==> src/rtl/reg_value_forward.sv <==
// Single-source operand bypass selector: substitutes the first-priority writer's data when it targets
// the requested (non-zero) register; a small clocked monitor tracks the forward flag and a hit counter.
module reg_value_forward #(
    parameter int DATA_W = 32,
    parameter int REG_W  = 5,
    parameter int CNT_W  = 16
) (
    input  logic              CLK,
    input  logic              RESET,
    input  logic [REG_W-1:0]  ReadRegister1,
    input  logic [DATA_W-1:0] RegisterData1,
    input  logic [REG_W-1:0]  WriteRegister1stPri1,
    input  logic [DATA_W-1:0] WriteData1stPri1,
    input  logic              Valid1stPri1,
    input  logic              comment,
    output logic [DATA_W-1:0] Output1,
    output logic              Forwarded,
    output logic              Forwarded_q,
    output logic [CNT_W-1:0]  HitCount
);

    localparam logic [CNT_W-1:0] CNT_ONE = {{(CNT_W-1){1'b0}}, 1'b1};
    localparam logic [CNT_W-1:0] CNT_MAX = {CNT_W{1'b1}};

    logic hit;

    // The trace enable only steers simulation printing, which has no place in synthesizable logic.
    logic unused_comment;
    assign unused_comment = comment;

    // Register $0 is hardwired to zero, so a writer naming it must never be bypassed.
    always_comb begin
        hit = Valid1stPri1
              && (WriteRegister1stPri1 == ReadRegister1)
              && (ReadRegister1 != '0);
    end

    assign Output1   = hit ? WriteData1stPri1 : RegisterData1;
    assign Forwarded = hit;

    // Monitor only; the counter saturates rather than wrapping so long runs stay meaningful.
    always_ff @(posedge CLK or negedge RESET) begin
        if (!RESET) begin
            Forwarded_q <= 1'b0;
            HitCount    <= '0;
        end else begin
            Forwarded_q <= hit;
            if (hit && (HitCount != CNT_MAX)) begin
                HitCount <= HitCount + CNT_ONE;
            end
        end
    end

endmodule

==> config.mk <==
export PLATFORM = sky130hd
export DESIGN_NAME = reg_value_forward
export DESIGN_NICKNAME = d
export VERILOG_FILES = /design/src/rtl/reg_value_forward.sv
export SDC_FILE = /design/constraint.sdc
export NUM_CORES = 1
export LEC_CHECK = 0
export CORE_MARGIN = 1.5
export CORE_UTILIZATION = 28
export DETAILED_ROUTE_END_ITERATION = 8
export HOLD_SLACK_MARGIN = 0.05
export PLACE_DENSITY = 0.85
export SLEW_MARGIN = 20
export SYNTH_ARGS = -nofsm -noshare
export SYNTH_HDL_FRONTEND = slang
export SYNTH_SLANG_ARGS = --single-unit
==> constraint.sdc <==
create_clock -name CLK -period 2.25 [get_ports CLK]
set_clock_uncertainty 0.15 [all_clocks]
set_input_delay 0.45 -clock CLK [delete_from_list [all_inputs] [get_ports CLK]]
set_output_delay 0.45 -clock CLK [all_outputs]
set_load 0.02 [all_outputs]
==> results.cfg, run 1 <==
[clock_tree]
cts_made_buffers = 3
cts_sinks = 17
clock_tree.buffer_depth = 2
cts_max_level = 1
cts_tree = built
cts-root-buf = clkbuf_8
path_clk_slew_ns = 0.06
clock_latency_ns = 0.25

[grt]
grt_pass1_vias = 1504
grt_max_degree = 18
grt_overflow = 0
antenna_found_initial = 0
grt_usage = 0.1812
grt_pass1_wl_um = 7445

[logic_synthesis]
syn_nets = 193
synth_seq_cells = 17
synth_edf_count = 0
synthArstFlopShare = 1.000
synth_ff_type = dfrtp_1
syn_area_um2 = 1401
ys_warn_count = 0
yosys-top-cells-area = mux2_4 31%, dfrtp_1 30%, xnor2_1 9.4%, buf_12 4.3%, nand3_1 3.6%
synth_top_area_frac = 0.3107
synth.avg_cell_area_um2 = 12.29
synth_cells = 114
yosysTopAreaCell = mux2_4
synth_seq_area_share = 0.3036
synth.distinct_cells = 24

[pwr]
p_per_area_nw_per_um2 = 348.7
vdd_drop_max_mv = 0.3929
leakagePower_nw = 1.300
power_w = 0.001034

[route]
first_pass_iters = 4
vias = 1483
drtIter0Drc = 15
wl_met3_um = 413
highest_layer = met4
wl_met2_um = 2633
wl_met1_um = 1775
ant_nets = 0
viasPerCell = 4.563
route.detailed.drc = 0
routed_wl_um = 4917
wl_per_cell_um = 15.13

[cells_and_area]
layout_common_cells = 82 x clkdlybuf4s50_1, 36 x buf_6, 29 x mux2_4, 17 x dfrtp_1, 14 x buf_4
mostFrequentLayoutCell = clkdlybuf4s50_1
synthToLayoutAreaGrowth_pct = 111.6
antennaDiodeCount = 0
final_util = 0.6196
nFillCells = 391
drive_gt1_frac = 0.3915
fin_nets = 338

[die]
die_y_um = 73.75
die_w_um = 73.75
boundaryPins = 128
rows = 25
core_area_um2 = 4786
dieArea_um2 = 5438
start_util = 0.2928

[worst_setup_path]
r2r_setup_slack_ns = 0.32
crit_type = in2out
timing.rr.start = HitCount[0]
rr_worst_depth = 7
required_ns = 1.65
reg2reg_to = HitCount[6]
crit_fanout = 8
end_kind = primary output
worst_ep_arrival_time_ns = 2.05
start_kind = input pin

[sta]
rsz0062_at_grt = yes
fin_tns_setup_ns = -11.12
hold_viol = 0
holdWs_ns = 0.3610
worstMarginPinSlew_ns = 0.4606
layout_setup_ws_ns = -0.4038
finalCriticalPeriod_ns = 2.654
relSlewSlack = 0.6929
setup_viol = 33
fmax_mhz = 376.8
period_share = 1.179
slew_viol_final = 0

[placed_design]
hpwlAfterDp_um = 3831
gp_congestion = 0.7959
dp_slack_ns = -1.103
portBuffers = 126

[run_status]
violations = setup timing
status = finished with violations

[job]
max-cap-violations = 0

[min_path]
worstHoldPathCells = 1
hold_path_startpoint = HitCount[11]
min_to = HitCount[11]
min_path_type = reg2reg
-- per-layer routing --
metal,vias up,GRT usage
met1,682,0.1983
met4,0,0.04733
met3,8,0.03155
li1,716,-
met2,77,0.3534
met5,-,0
-- area by class of cell --
cell class | instances | area, um^2 | share of cell area
Clock buffer | 3 | 41.29 | 0.01392
Clock inverter | 1 | 5.005 | 0.001688
Inverter | 1 | 3.754 | 0.001266
Multi-Input combinational cell | 92 | 928.4 | 0.3131
Sequential cell | 17 | 425.4 | 0.1435
Tap cell | 67 | 83.83 | 0.02827
Timing Repair Buffer | 144 | 1478 | 0.4983
-- metrics by stage --
stage,cells,instance area [um^2]
after floorplan,114,1401
after global placement,313,2763
after detailed placement,313,2763
after CTS,325,2989
after global routing,325,2965
final,325,2965
-- state kept, by name (all words and copies together), names as in the netlist --
name,cells
HitCount,16
Forwarded_q,1
-- Yosys cell counts, types with 2 or more instances --
cell type	number
a21oi_1	3
a31oi_1	2
and3_1	5
buf_12	3
dfrtp_1	17
mux2_2	4
mux2_4	29
nand3_1	10
nand4_1	8
nor2_1	2
nor4_1	3
xnor2_1	15
xor2_1	2
-- how the worst max path moves through the flow --
| stage | startpoint | endpoint | cells after the start |
|---|---|---|---|
| 5_1_grt | WriteRegister1stPri1[3] | Output1[3] | 8 |
| 3_5_place_dp | WriteRegister1stPri1[1] | Output1[1] | 7 |
| 3_3_place_gp | WriteRegister1stPri1[0] | Output1[1] | 7 |
| 4_1_cts | WriteRegister1stPri1[1] | Output1[26] | 8 |
| 2_1_floorplan | WriteRegister1stPri1[0] | Output1[10] | 5 |
| 6_report | WriteRegister1stPri1[3] | Output1[3] | 8 |
-- worst max-delay path: stages --
cell and delay, ns:
buf_6 0.09, or4_4 0.54, a21oi_4 0.17, nor3_4 0.08, buf_6 0.14, buf_16 0.15
mux2_4 0.30, buf_6 0.13
-- timing repair --
item | 4_1_cts | 5_1_grt
pin swaps | 8 | 3
gates cloned | 3 | 0
setup buffers | 5 | 2
hold buffers | 0 | 0
gates resized for setup | 233 | 5
setup endpoints to repair | 33 | 33
-- power breakdown --
part	total, W	switching (W)	internal [W]	leakage [nW]
Sequential	0.000347	0.0000237	0.000323	0.235
Combinational	0.000461	0.000167	0.000294	1.04
Clock	0.000227	0.000104	0.000123	0.0255
Total	0.00103	0.000294	0.000740	1.30
-- kinds of logic (layout without fill, tap and decap cells) --
logic type	after synthesis	after routing	synth area share
buf+inv	5	149	0.05357
simple gates	34	34	0.1473
xor+xnor	17	17	0.1063
mux	33	33	0.3429
fa+ha+maj	1	1	0.008927
flops	17	17	0.3036
compound gates	7	7	0.03750
No activity file was read; power rests on OpenSTA's default activity.
==> run 2: changes to the inputs <==
--- a/config.mk
+++ b/config.mk
@@ -7,6 +7,7 @@
 export LEC_CHECK = 0
 export CORE_MARGIN = 1.5
 export CORE_UTILIZATION = 28
+export CTS_CLUSTER_SIZE = 28
 export DETAILED_ROUTE_END_ITERATION = 8
 export HOLD_SLACK_MARGIN = 0.05
 export PLACE_DENSITY = 0.85
==> results of run 2 <==
No change in the layout: final DEF, timing and power equal those of run 1.
==> run 3: changes to the inputs <==
--- a/config.mk
+++ b/config.mk
@@ -5,6 +5,7 @@
 export SDC_FILE = /design/constraint.sdc
 export NUM_CORES = 1
 export LEC_CHECK = 0
+export CORE_ASPECT_RATIO = 1.75
 export CORE_MARGIN = 1.5
 export CORE_UTILIZATION = 28
 export CTS_CLUSTER_SIZE = 28
==> run 3 against run 2 <==
Net effect:
- design area is 2.0% higher
- the flow still finishes with violations (setup timing)
- sequential share of layout area shrank 0.28 points
- die area up 0.30%
- critical path type unchanged
- worst hold slack better by 0.0076 ns
- via count rose by 4.3%
- largest power group unchanged
==> results.cfg, run 3 (synthesis results as in run 1) <==
[route]
wl_per_cell_um = 15.74
vias = 1547
first_pass_iters = 4
ant_nets = 0
route.detailed.drc = 0
routed_wl_um = 4989
drtIter0Drc = 22
viasPerCell = 4.880

[run_status]
status = finished with violations
violations = setup timing

[clock_tree]
cts_max_level = 1
cts-root-buf = clkbuf_8
clock_latency_ns = 0.25
cts_made_buffers = 3
clock_tree.buffer_depth = 2
cts_sinks = 17
cts_tree = built
ctsHoldBuffers = 0
path_clk_slew_ns = 0.07

[worst_setup_path]
r2r_setup_slack_ns = 0.29
rr_worst_depth = 7
reg2reg_to = HitCount[10]
startpoint = WriteRegister1stPri1[1]
crit_type = in2out
end_kind = primary output
worst_ep_arrival_time_ns = 2.13
required_ns = 1.65
timing.rr.start = HitCount[0]
start_kind = input pin
crit_fanout = 5

[sta]
rsz0062_at_grt = yes
worstMarginPinSlew_ns = 0.4622
slew_viol_final = 0
setup_viol = 33
period_share = 1.214
fmax_mhz = 366.0
layout_setup_ws_ns = -0.4821
relSlewSlack = 0.6918
hold_viol = 0
finalCriticalPeriod_ns = 2.732

[grt]
grt_usage = 0.1760
antenna_found_initial = 0
grt_pass1_vias = 1610
grt_max_degree = 18
grt_overflow = 0
grt_pass1_wl_um = 7617

[cells_and_area]
fin_nets = 345
synthToLayoutAreaGrowth_pct = 115.8
mostFrequentLayoutCell = clkdlybuf4s50_1
nFillCells = 373
largest_register_ffs = 16
largestRegisters = HitCount x16, Forwarded_q x1
stdcell_area_um2 = 3024
antennaDiodeCount = 0
drive_gt1_frac = 0.4151
final_util = 0.6369
layout_common_cells = 82 x clkdlybuf4s50_1, 33 x buf_6, 32 x mux2_4, 18 x buf_4, 17 x dfrtp_1
max_flop_register = HitCount

[pwr]
vdd_drop_max_mv = 0.4887
leakagePower_nw = 1.352
p_per_area_nw_per_um2 = 342.9

[placed_design]
placed_area_um2 = 2774
hpwlAfterDp_um = 3839
gp_congestion = 0.7404
portBuffers = 126

[die]
core_area_um2 = 4748
die_w_um = 56.48
rows = 33
dieArea_um2 = 5455
start_util = 0.2951
boundaryPins = 128
die_y_um = 96.59

[job]
max-cap-violations = 0

[min_path]
min_path_type = in2async
## run 3: cell count changes in the layout (fill, tap and decap cells not counted), moves of 2 or more
cell / previous run / this run
dlygate4sd2_1: 3 / 5
buf_12: 0 / 2
clkdlybuf4s15_1: 4 / 0
clkdlybuf4s15_2: 0 / 5
buf_6: 36 / 33
buf_16: 2 / 0
mux2_4: 29 / 32
buf_4: 14 / 18
mux2_2: 4 / 1
## run 3: layout make-up
class | instances | area (um^2) | area share
clock buffer | 3 | 41.29 | 0.01365
clock inverter | 1 | 5.005 | 0.001655
inverter | 1 | 3.754 | 0.001241
multi-input combinational | 92 | 958.4 | 0.3169
sequential | 17 | 425.4 | 0.1407
tap | 52 | 65.06 | 0.02151
timing repair buffer | 151 | 1525 | 0.5043
## run 3: repair_timing
item	in CTS	in global routing
endpoints found under the setup margin	34	36
gates resized for setup	220	15
buffers inserted	12	4
pin swaps	5	5
cloned	2	0
## run 3: metrics by stage
step / TNS, ns / setup slack, ns / hold slack (ns) / instances / power, W
floorplan: -2.783 / -0.09657 / 0.004409 / 114 / 0.0005209
global placement: -35.88 / -1.049 / 0.3470 / 302 / 0.0007807
detailed placement: -38.02 / -1.114 / 0.3583 / 302 / 0.0007865
CTS: -14.34 / -0.5126 / 0.3684 / 318 / 0.001036
global route: -13.30 / -0.5077 / 0.4052 / 317 / 0.001086
finish: -12.27 / -0.4821 / 0.3686 / 317 / 0.001037
## run 3: worst max-delay path: stages
cell and delay (ns):
buf_8 0.10, or4_4 0.53, a21oi_4 0.17, nor3_4 0.08, buf_6 0.13, buf_6 0.11, buf_12 0.12, mux2_4 0.30
buf_6 0.13
## run 3: how the worst max path moves through the flow
stage,end,slack [ns],cells past startpoint
after detailed placement,Output1[0],-1.11,7
after floorplan,Output1[10],-0.1,5
after global placement,Output1[19],-1.05,7
after CTS,Output1[20],-0.51,9
final,Output1[12],-0.48,9
after global routing,Output1[12],-0.51,9
## run 3: per-layer routing
metal  vias up  global-route usage  share of wire
met5         -                   0              0
met4         0             0.04960          0.016
met3         8             0.04261           0.10
met2        93              0.3547           0.55
met1       717              0.1734           0.34
li1        729                   -              -
## run 3: where the power goes
| group | total [W] | switching (W) | internal [W] | leakage (nW) |
|---|---|---|---|---|
| clock network | 0.000223 | 0.000100 | 0.000123 | 0.0255 |
| logic | 0.000468 | 0.000169 | 0.000299 | 1.09 |
| registers | 0.000346 | 0.0000234 | 0.000323 | 0.235 |
| total | 0.00104 | 0.000293 | 0.000744 | 1.35 |
